File: src/rtl/branch_resolve_ctrl_pkg.sv
// Shared types and constants for the branch resolution controller.
package branch_resolve_ctrl_pkg;

    typedef enum logic [0:0] {
        ST_RUN   = 1'b0,
        ST_FLUSH = 1'b1
    } state_e;

    typedef struct packed {
        logic [31:0] pc;
        logic        pred;
    } fifo_entry_t;

    localparam logic [1:0] SAT_MAX   = 2'd3;
    localparam logic [1:0] SAT_MIN   = 2'd0;
    localparam logic [1:0] CNT_RESET = 2'b01;

    // Saturating two-bit counter step toward the observed outcome.
    function automatic logic [1:0] cnt_next(input logic [1:0] cnt, input logic taken);
        logic [1:0] r;
        if (taken) begin
            r = (cnt == SAT_MAX) ? cnt : cnt + 2'd1;
        end else begin
            r = (cnt == SAT_MIN) ? cnt : cnt - 2'd1;
        end
        return r;
    endfunction

endpackage

File: src/rtl/branch_resolve_ctrl_bht_table.sv
// Branch history table: 2^IDX_W saturating counters, combinational lookup,
// update written at the clock edge so a same-cycle lookup sees the old value.
module bht_table
    import branch_resolve_ctrl_pkg::*;
#(
    parameter int IDX_W = 4
) (
    input  logic             clk,
    input  logic             rst,
    input  logic [IDX_W-1:0] lk_idx,
    output logic [1:0]       lk_cnt,
    input  logic             upd_en,
    input  logic [IDX_W-1:0] upd_idx,
    input  logic             upd_taken
);

    localparam int N = 1 << IDX_W;

    logic [1:0] cnt_q [N];
    logic [1:0] cnt_d [N];

    assign lk_cnt = cnt_q[lk_idx];

    // Next counter values: only the addressed entry moves.
    always_comb begin
        for (int i = 0; i < N; i++) begin
            cnt_d[i] = (upd_en && (upd_idx == IDX_W'(i))) ? cnt_next(cnt_q[i], upd_taken) : cnt_q[i];
        end
    end

    // Counter storage with synchronous reset to weakly not-taken.
    always_ff @(posedge clk) begin
        if (rst) begin
            for (int i = 0; i < N; i++) begin
                cnt_q[i] <= CNT_RESET;
            end
        end else begin
            cnt_q <= cnt_d;
        end
    end

endmodule

File: src/rtl/branch_resolve_ctrl.sv
// Branch resolution controller: BHT prediction, in-flight FIFO, mispredict flush.
// Optional statistics counters enabled by defining BRANCH_RESOLVE_STATS_EN.
module branch_resolve_ctrl
    import branch_resolve_ctrl_pkg::*;
#(
    parameter int DEPTH = 4,
    parameter int IDX_W = 4
) (
    input  logic                   clk,
    input  logic                   rst,
    input  logic                   if_valid,
    input  logic                   if_isbranch,
    input  logic [31:0]            if_pc,
    output logic                   pred_taken,
    output logic                   pred_ready,
    input  logic                   ex_valid,
    input  logic                   ex_taken,
    input  logic [31:0]            ex_target,
    output logic                   flush,
    output logic [31:0]            redirect_pc,
`ifdef BRANCH_RESOLVE_STATS_EN
    output logic [31:0]            stat_branches,
    output logic [31:0]            stat_mispred,
`endif
    output logic [$clog2(DEPTH):0] occupancy,
    output logic                   underflow_err
);

    localparam int               PTR_W = $clog2(DEPTH);
    localparam logic [PTR_W:0]   FULL  = (PTR_W+1)'(DEPTH);

    state_e            state_q, state_d;
    fifo_entry_t       mem_q [DEPTH];
    fifo_entry_t       mem_d [DEPTH];
    logic [PTR_W-1:0]  wr_ptr_q, wr_ptr_d, rd_ptr_q, rd_ptr_d;
    logic [PTR_W:0]    occ_q, occ_d;
    logic              flush_q, flush_d;
    logic [31:0]       redirect_q, redirect_d;
    logic              underflow_q, underflow_d;

    fifo_entry_t       head_s;
    logic              run_s, pop_s, mis_s, push_s;
    logic [31:0]       correct_pc_s;
    logic [1:0]        lk_cnt_s;

    bht_table #(.IDX_W(IDX_W)) u_bht (
        .clk       (clk),
        .rst       (rst),
        .lk_idx    (if_pc[IDX_W+1:2]),
        .lk_cnt    (lk_cnt_s),
        .upd_en    (pop_s),
        .upd_idx   (head_s.pc[IDX_W+1:2]),
        .upd_taken (ex_taken)
    );

    assign head_s       = mem_q[rd_ptr_q];
    assign run_s        = (state_q == ST_RUN);
    assign pop_s        = ex_valid && run_s && (occ_q != '0);
    assign mis_s        = pop_s && (ex_taken != head_s.pred);
    assign correct_pc_s = ex_taken ? ex_target : head_s.pc + 32'd4;

    // A pop in the same cycle frees a slot, so a full FIFO can still accept.
    assign pred_taken = if_valid && if_isbranch && (lk_cnt_s >= 2'd2);
    assign pred_ready = run_s && ((occ_q != FULL) || pop_s);
    assign push_s     = if_valid && if_isbranch && pred_ready && !mis_s;

    // Next-state logic for FSM, FIFO and registered outputs.
    always_comb begin
        mem_d      = mem_q;
        wr_ptr_d   = wr_ptr_q;
        rd_ptr_d   = rd_ptr_q;
        occ_d      = occ_q;
        if (mis_s) begin
            wr_ptr_d = '0;
            rd_ptr_d = '0;
            occ_d    = '0;
        end else begin
            if (push_s) begin
                mem_d[wr_ptr_q] = '{pc: if_pc, pred: pred_taken};
                wr_ptr_d        = wr_ptr_q + 1'b1;
            end else begin
                wr_ptr_d = wr_ptr_q;
            end
            if (pop_s) begin
                rd_ptr_d = rd_ptr_q + 1'b1;
            end else begin
                rd_ptr_d = rd_ptr_q;
            end
            case ({push_s, pop_s})
                2'b10:   occ_d = occ_q + 1'b1;
                2'b01:   occ_d = occ_q - 1'b1;
                default: occ_d = occ_q;
            endcase
        end

        case (state_q)
            ST_RUN:   state_d = mis_s ? ST_FLUSH : ST_RUN;
            ST_FLUSH: state_d = ST_RUN;
            default:  state_d = ST_RUN;
        endcase

        flush_d     = mis_s;
        redirect_d  = mis_s ? correct_pc_s : redirect_q;
        underflow_d = underflow_q || (ex_valid && run_s && (occ_q == '0));
    end

    // State registers with synchronous reset abandoning all in-flight work.
    always_ff @(posedge clk) begin
        if (rst) begin
            state_q     <= ST_RUN;
            for (int i = 0; i < DEPTH; i++) begin
                mem_q[i] <= '0;
            end
            wr_ptr_q    <= '0;
            rd_ptr_q    <= '0;
            occ_q       <= '0;
            flush_q     <= 1'b0;
            redirect_q  <= 32'd0;
            underflow_q <= 1'b0;
        end else begin
            state_q     <= state_d;
            mem_q       <= mem_d;
            wr_ptr_q    <= wr_ptr_d;
            rd_ptr_q    <= rd_ptr_d;
            occ_q       <= occ_d;
            flush_q     <= flush_d;
            redirect_q  <= redirect_d;
            underflow_q <= underflow_d;
        end
    end

    assign flush         = flush_q;
    assign redirect_pc   = redirect_q;
    assign occupancy     = occ_q;
    assign underflow_err = underflow_q;

`ifdef BRANCH_RESOLVE_STATS_EN
    logic [31:0] stat_branches_q, stat_branches_d;
    logic [31:0] stat_mispred_q, stat_mispred_d;

    // Resolved-branch and mispredict counters, free-running with wrap.
    always_comb begin
        stat_branches_d = stat_branches_q + (pop_s ? 32'd1 : 32'd0);
        stat_mispred_d  = stat_mispred_q + (mis_s ? 32'd1 : 32'd0);
    end

    // Statistics registers.
    always_ff @(posedge clk) begin
        if (rst) begin
            stat_branches_q <= 32'd0;
            stat_mispred_q  <= 32'd0;
        end else begin
            stat_branches_q <= stat_branches_d;
            stat_mispred_q  <= stat_mispred_d;
        end
    end

    assign stat_branches = stat_branches_q;
    assign stat_mispred  = stat_mispred_q;
`endif

endmodule

File: config.mk
export PLATFORM = sky130hd
export DESIGN_NAME = branch_resolve_ctrl
export DESIGN_NICKNAME = d
export VERILOG_FILES = /design/src/rtl/branch_resolve_ctrl_pkg.sv /design/src/rtl/branch_resolve_ctrl_bht_table.sv /design/src/rtl/branch_resolve_ctrl.sv
export SDC_FILE = /design/constraint.sdc
export NUM_CORES = 1
export LEC_CHECK = 0
export CORE_ASPECT_RATIO = 0.7
export CORE_MARGIN = 3
export CORE_UTILIZATION = 40
export DETAILED_ROUTE_END_ITERATION = 8
export GPL_TIMING_DRIVEN = 0
export PLACE_DENSITY = 0.58
export SLEW_MARGIN = 20
export SYNTH_ARGS = -nofsm -noshare
export SYNTH_HDL_FRONTEND = slang
export SYNTH_SLANG_ARGS = --single-unit
File: constraint.sdc
create_clock -name clk -period 6.8 [get_ports clk]
set_input_delay 1.02 -clock clk [delete_from_list [all_inputs] [get_ports clk]]
set_output_delay 1.02 -clock clk [all_outputs]
set_load 0.005 [all_outputs]
* After elaboration in Yosys (flattened, before gate mapping)
Cells that the tools add are included.
** Storage, ports and cells
- Register bits :: 206
- Input port bits :: 70
- Output and inout port bits :: 39
- Logic and storage cells :: 273
** Cells by class
- $add $sub $neg :: 37
- $lt $le $gt $ge :: 5
- Equality and inequality tests :: 67
- Muxes and demuxes :: 61
- Bitwise gates (word level) :: 5
- Reductions and logical operators :: 67
** Operators with widths (count)
- 132-bit bitwise mux :: 1
- 2-bit two-way mux :: 50
- 33-bit two-way mux :: 3
- 33-bit binary-select mux with 2-bit select :: 1
- 33-bit demux with 2-bit select :: 1
- 2-bit != test (second input constant) :: 32
- 3-bit AND reduction :: 16
- 2-bit by 1-bit adder with 2-bit output (second input constant) :: 18
- 2-bit equality test (second input constant) :: 17
- 32-bit by 3-bit adder with 32-bit output (second input constant) :: 1
- 4-bit equality test (second input constant) :: 8
- 2-bit logical NOT :: 16
- 32-bit two-way mux :: 1
- 2-bit by 1-bit subtractor with 2-bit output (second input constant) :: 16
- 1-bit logical AND :: 26
- 4-bit by 3-bit equality test with 1-bit output (second input constant) :: 4
- 2-bit binary-select mux with 4-bit select :: 1
- 4-bit by 2-bit equality test with 1-bit output (second input constant) :: 2
- 3-bit greater-or-equal comparator (second input constant) :: 2
- 2-bit inverter with 3-bit output :: 2
- 3-bit case mux with 2 select lines :: 1
- 5-bit greater-or-equal comparator (second input constant) :: 1
- 4-bit inverter with 5-bit output :: 1
- 4-bit by 1-bit equality test with 1-bit output (second input constant) :: 1
- 18 further kinds :: 20

* Logic depth before layout (Yosys ltp)
- Word-level depth :: 10
- Gate-level depth with buffers :: 14
- Mapped depth without buffers :: 11

* Modules after synthesis
From an unflattened synthesis, not the netlist that was laid out.
** Second synthesis, totals
- Cell total of the unflattened synthesis :: 1151
- Area, all modules :: 10227.3 µm²
** By module, submodules not included
- branch_resolve_ctrl :: times used 1, cells an instance 913, area each 8220.4 µm², seq. area each 3483.3 µm²
- bht_table :: times used 1, cells an instance 238, area each 2006.9 µm², seq. area each 640.6 µm²

* Least setup slack after synthesis
Ideal clock, no wire load.
- Path type :: in2out
- From :: in if_pc[2]
- To :: out pred_taken
- Arrival :: 2.496 ns
- Required time :: 5.780 ns
- Slack :: 3.284 ns
- Stages on the path :: 4
- Path buffers :: 1
- Cell sequence :: clkbuf_1 mux4_2 mux4_2 nor2b_1
** Between the ends
- Cells in the longest elaborated chain, start to end :: 6
** Ends and longest elaborated chain
- from (decl) :: line branch_resolve_ctrl.sv:13 : input logic [31:0] if_pc,
- 4-bit inverter with 5-bit output (implied by the code) :: line branch_resolve_ctrl_bht_table.sv:22 : assign lk_cnt = cnt_q[lk_idx];
- 2-bit binary-select mux with 4-bit select :: line branch_resolve_ctrl_bht_table.sv:22
- 2-bit two-way mux (implied by the code) (2 in a row) :: line branch_resolve_ctrl_bht_table.sv:22
- 2-bit greater-or-equal comparator :: line branch_resolve_ctrl.sv:63 : assign pred_taken = if_valid && if_isbranch && (lk_cnt_s >= 2'd2);
- 1-bit logical AND :: line branch_resolve_ctrl.sv:63
- to (decl) :: line branch_resolve_ctrl.sv:14 : output logic pred_taken,
No other way between the ends. The select of a mux whose other input is x is not followed.

* Final worst setup path
Ends and elaborated chain as after synthesis.

==> report_table.html <==
<table>
<tr><th>Metric</th><th>Value</th></tr>
<tr><th colspan="2">CTS</th></tr>
<tr><td>Clock Root Buffer</td><td>sky130_fd_sc_hd__clkbuf_16</td></tr>
<tr><td>Number of setup buffers added after CTS</td><td>0</td></tr>
<tr><td>Level count of the clock H-tree</td><td>1</td></tr>
<tr><td>TritonCTS Buffers</td><td>23</td></tr>
<tr><td>Cts-stage hold buffer count</td><td>0</td></tr>
<tr><td>Clock slew seen by the registers of the worst setup and hold paths</td><td>60 ps</td></tr>
<tr><td>Clk Latency, worst-skew pair</td><td>520 ps</td></tr>
<tr><td>Number of sinks on the clock net</td><td>around 210</td></tr>
<tr><td>CTS resizes</td><td>0</td></tr>
<tr><td>Largest buffer count on any clock path</td><td>3</td></tr>
<tr><td>Clock tree from TritonCTS</td><td>built</td></tr>
<tr><th colspan="2">Die</th></tr>
<tr><td>Initial standard-cell utilization of the core</td><td>about two fifths</td></tr>
<tr><td>Number of standard-cell rows in the floorplan</td><td>46</td></tr>
<tr><td>Die outline area</td><td>roughly 25000 um2</td></tr>
<tr><td>Y dimension of the die</td><td>around 130 um</td></tr>
<tr><td>Core region area</td><td>roughly 23000 um2</td></tr>
<tr><td># IOs</td><td>109</td></tr>
<tr><td>Die width</td><td>about 190 um</td></tr>
<tr><th colspan="2">Critical path</th></tr>
<tr><td>Start point of the critical path</td><td>if_pc[2]</td></tr>
<tr><td>Reg2reg start</td><td>rd_ptr_q[0]</td></tr>
<tr><td>Kind of critical path</td><td>input port to output port</td></tr>
<tr><td>Worst r2r path cells</td><td>11</td></tr>
<tr><td>Reg2Reg Capture Point</td><td>redirect_pc[30]</td></tr>
<tr><td>Crit start category</td><td>input port</td></tr>
<tr><td>Required time at the worst-slack endpoint</td><td>roughly 5800 ps</td></tr>
<tr><td>Worst R2R Setup Slack</td><td>about 3000 ps</td></tr>
<tr><td>Maximum fanout along the worst path</td><td>8</td></tr>
<tr><td>Worst setup EP type</td><td>output port</td></tr>
<tr><td>Arrival time of the worst setup path</td><td>3360 ps</td></tr>
<tr><td>Critical path destination</td><td>pred_taken</td></tr>
<tr><th colspan="2">Timing</th></tr>
<tr><td>Final count of negative-setup-slack endpoints</td><td>0</td></tr>
<tr><td>Final Hold Violating Endpoints</td><td>0</td></tr>
<tr><td>Setup TNS Final</td><td>0 ps</td></tr>
<tr><td>Unrepaired setup endpoints after global routing</td><td>false</td></tr>
<tr><td>Remaining max-slew budget at the tightest pin</td><td>between 30% and 40%</td></tr>
<tr><td>Max-slew violation total from the final report</td><td>0</td></tr>
<tr><td>Worst-Margin Slew</td><td>between 900 and 1000 ps</td></tr>
<tr><td>Worst Hold Margin</td><td>441.9 ps</td></tr>
<tr><td>Final critical-path share of the clock period</td><td>roughly 64%</td></tr>
<tr><td>Peak clock frequency supported by timing</td><td>228.5 MHz</td></tr>
<tr><td>Minimum clock period</td><td>around 4400 ps</td></tr>
<tr><td>Final worst clock skew</td><td>about 12 ps</td></tr>
<tr><th colspan="2">Detailed routing</th></tr>
<tr><td>Routed met2 length</td><td>between 10000 and 15000 um</td></tr>
<tr><td>Top sig layer</td><td>met4</td></tr>
<tr><td>Wire length on met1</td><td>~15000 um</td></tr>
<tr><td>Vias after detailed routing</td><td>roughly 8600</td></tr>
<tr><td>Detail-routed net length per standard cell</td><td>19.13 um</td></tr>
<tr><td>TritonRoute pass-1 iters</td><td>5</td></tr>
<tr><td>Routed met3 length</td><td>between 2000 and 3000 um</td></tr>
<tr><td>Total wirelength of the detailed-routed design</td><td>30170 um</td></tr>
<tr><td>Detail-routed via count per cell</td><td>~5.4</td></tr>
<tr><td>Initial drt markers</td><td>just under 700</td></tr>
<tr><td>Post-route antenna net violation count</td><td>0</td></tr>
<tr><td>DRC Markers</td><td>0</td></tr>
<tr><th colspan="2">Synth</th></tr>
<tr><td>Seq cells post-synth</td><td>a little over 200</td></tr>
<tr><td>Synthesized netlist cell count</td><td>1118</td></tr>
<tr><td>Primary flip-flop cell chosen by synthesis mapping</td><td>sky130_fd_sc_hd__dfxtp_1</td></tr>
<tr><td>Cell types occupying the most area after synthesis</td><td>sky130_fd_sc_hd__dfxtp_1 44%, sky130_fd_sc_hd__nand2_1 12%, sky130_fd_sc_hd__a21oi_1 8.2%</td></tr>
<tr><td>Number of enable-type register cells in the synthesized netlist</td><td>0</td></tr>
<tr><td>Synth Net Count</td><td>between 1000 and 1500</td></tr>
<tr><td>Total number of yosys warnings</td><td>0</td></tr>
<tr><td>Proportion of synthesized flip-flops having asynchronous set or reset</td><td>0%</td></tr>
<tr><td>Fraction of the yosys area taken by sequential cells</td><td>a little over two fifths</td></tr>
<tr><td>Total standard cell area after synthesis</td><td>9380 um2</td></tr>
<tr><td>Most common library cells after synthesis</td><td>304 x sky130_fd_sc_hd__nand2_1, 206 x sky130_fd_sc_hd__dfxtp_1, 153 x sky130_fd_sc_hd__a21oi_1, 66 x sky130_fd_sc_hd__clkbuf_1, 56 x sky130_fd_sc_hd__o21ai_0</td></tr>
<tr><td>Syn avg cell area</td><td>~8.4 um2</td></tr>
<tr><td>Proportion of netlist area held by the largest area contributor</td><td>between 40% and 50%</td></tr>
<tr><td>Number of distinct standard cells referenced by the synthesized netlist</td><td>a little over 50</td></tr>
<tr><td>Cell type with the largest total area after synthesis</td><td>sky130_fd_sc_hd__dfxtp_1</td></tr>
<tr><td>Most frequent cell after synthesis</td><td>sky130_fd_sc_hd__nand2_1</td></tr>
<tr><th colspan="2">Power and ir drop</th></tr>
<tr><td>Clock Power Share</td><td>~41%</td></tr>
<tr><td>Cell-internal power</td><td>0.002351 W</td></tr>
<tr><td>Peak VDD IR</td><td>between 0.15 and 0.2 mV</td></tr>
<tr><td>Power density over the cells</td><td>around 280 nW/um2</td></tr>
<tr><td>Combinational cell fraction of total power</td><td>between 10% and 20%</td></tr>
<tr><td>Reported leakage power</td><td>3.750 nW</td></tr>
<tr><td>Total net switching power</td><td>around 0.00094 W</td></tr>
<tr><td>Switching part of the total</td><td>between 20% and 30%</td></tr>
<tr><td>Post-layout power</td><td>0.003290 W</td></tr>
<tr><td>Part of the power in registers</td><td>around two fifths</td></tr>
<tr><th colspan="2">GRT</th></tr>
<tr><td>Pin count of the biggest net entering global routing</td><td>14</td></tr>
<tr><td>Vias in the first global route</td><td>~8000</td></tr>
<tr><td>GRT Overall Usage</td><td>about a quarter</td></tr>
<tr><td>Overflow left after global routing</td><td>0</td></tr>
<tr><td>Number of antenna violations at the first check in global routing</td><td>0</td></tr>
<tr><td>First-pass GRT wire length</td><td>approximately 46000 um</td></tr>
<tr><th colspan="2">Run</th></tr>
<tr><td>Max-capacitance violation count</td><td>0</td></tr>
<tr><th colspan="2">Cells and area</th></tr>
<tr><td>Layout filler cell count</td><td>about 2200</td></tr>
<tr><td>Final layout net count</td><td>1328</td></tr>
<tr><td>Antenna Cells</td><td>0</td></tr>
<tr><td>Area Overhead vs Synth</td><td>23.94%</td></tr>
<tr><td>Fraction of layout cells with a size suffix above 1</td><td>under 10%</td></tr>
<tr><th colspan="2">Min path</th></tr>
<tr><td>Class of the worst hold path</td><td>flop to flop</td></tr>
<tr><th colspan="2">Placement</th></tr>
<tr><td>Routability-driven placement congestion ratio</td><td>between 0.8 and 0.9</td></tr>
<tr><td>PortBufs</td><td>~110</td></tr>
<tr><td>Detailed Place HPWL</td><td>approximately 22000 um</td></tr>
<tr><th colspan="2">Run status</th></tr>
<tr><td>Outcome</td><td>finished clean</td></tr>
</table>
==> cell families after synthesis <==
family	count (synthesis)	synth area share [%]
multiplexers	44	10.08
AO/OA/AOI/OAI	280	16.95
buffers and inverters	97	4.415
adder cells (fa/ha/maj)	10	1.414
XOR/XNOR	33	3.081
flip-flops	206	43.96
AND/OR/NAND/NOR	448	20.09
==> flip-flops by register name, indices dropped and copies added (netlist names) <==
signal,cells
underflow_err,1
flush,1
redirect_pc,32
wr_ptr_q,2
state_q,1
mem_q,132
rd_ptr_q,2
occupancy,3
u_bht.cnt_q,32
==> layout by cell type, fill, tap and decap left out, drive strengths merged, types with 4 or more instances in the layout <==
| master | instances |
|---|---|
| xor2 | 9 |
| a211o | 16 |
| a21oi | 153 |
| buf | 14 |
| nand2 | 304 |
| dfxtp | 206 |
| nor2 | 53 |
| clkdlybuf4s50 | 105 |
| a22oi | 18 |
| nor4 | 9 |
| mux2i | 6 |
| a21o | 17 |
| o21ai | 63 |
| and2 | 7 |
| xnor2 | 24 |
| bufinv | 4 |
| mux4 | 38 |
| a22o | 5 |
| nor3 | 24 |
| clkbuf | 98 |
| nand3 | 25 |
| inv | 17 |
| nand4 | 5 |
| ha | 9 |
==> layer usage <==
metal | vias to the layer above | track usage (%)
met5 | - | 0
met4 | 0 | 4.671
met3 | 35 | 3.971
met2 | 334 | 33.15
met1 | 4079 | 36.89
li1 | 4135 | -
==> layout make-up <==
| cell class | instances | area [um2] | share of cell area, % |
|---|---|---|---|
| buffer | 80 | 350.3 | 3.013 |
| sequential | 206 | 4124 | 35.47 |
| tap | 312 | 390.4 | 3.358 |
| multi-input combinational | 815 | 4842 | 41.65 |
| inverter | 17 | 63.81 | 0.5489 |
| clock buffer | 32 | 639.4 | 5.499 |
| timing repair buffer | 105 | 1051 | 9.040 |
| clock inverter | 10 | 165.2 | 1.421 |
==> how the worst min path moves through the flow <==
| stage | startpoint | to | cells past startpoint |
|---|---|---|---|
| global route | mem_q[19] | mem_q[19] | 2 |
| global placement | redirect_pc[13] | redirect_pc[13] | 2 |
| floorplan | mem_q[38] | mem_q[38] | 2 |
| finish | redirect_pc[13] | redirect_pc[13] | 2 |
| detailed placement | redirect_pc[13] | redirect_pc[13] | 2 |
| CTS | redirect_pc[13] | redirect_pc[13] | 2 |
==> power by group through the flow <==
stage | clock (W) | sequential [W] | combinational (W)
after floorplan | 0 | 0.00135 | 0.000359
after global placement | 0 | 0.00136 | 0.000609
after detailed placement | 0 | 0.00136 | 0.000615
after CTS | 0.00135 | 0.00133 | 0.000621
after global routing | 0.00140 | 0.00134 | 0.000677
final | 0.00133 | 0.00133 | 0.000625
==> critical path: stages <==
cell	delay, ps
sky130_fd_sc_hd__clkbuf_1	490
sky130_fd_sc_hd__mux4_2	640
sky130_fd_sc_hd__mux4_2	490
sky130_fd_sc_hd__nor2b_1	240
sky130_fd_sc_hd__clkdlybuf4s50_1	480
==> metrics by stage <==
step / instances / instance area (um2) / worst slack [ps] / utilization, %
after floorplan: 1118 / 9380 / 3284 / -
after global placement: 1535 / 10820 / 2420 / 47.36
after detailed placement: 1535 / 10820 / 2410 / 47.36
after CTS: 1577 / 11630 / 2414 / 50.88
after global routing: 1577 / 11630 / 2344 / 50.88
final: 1577 / 11630 / 2424 / 50.88
Power figures use the tool's default switching activity.
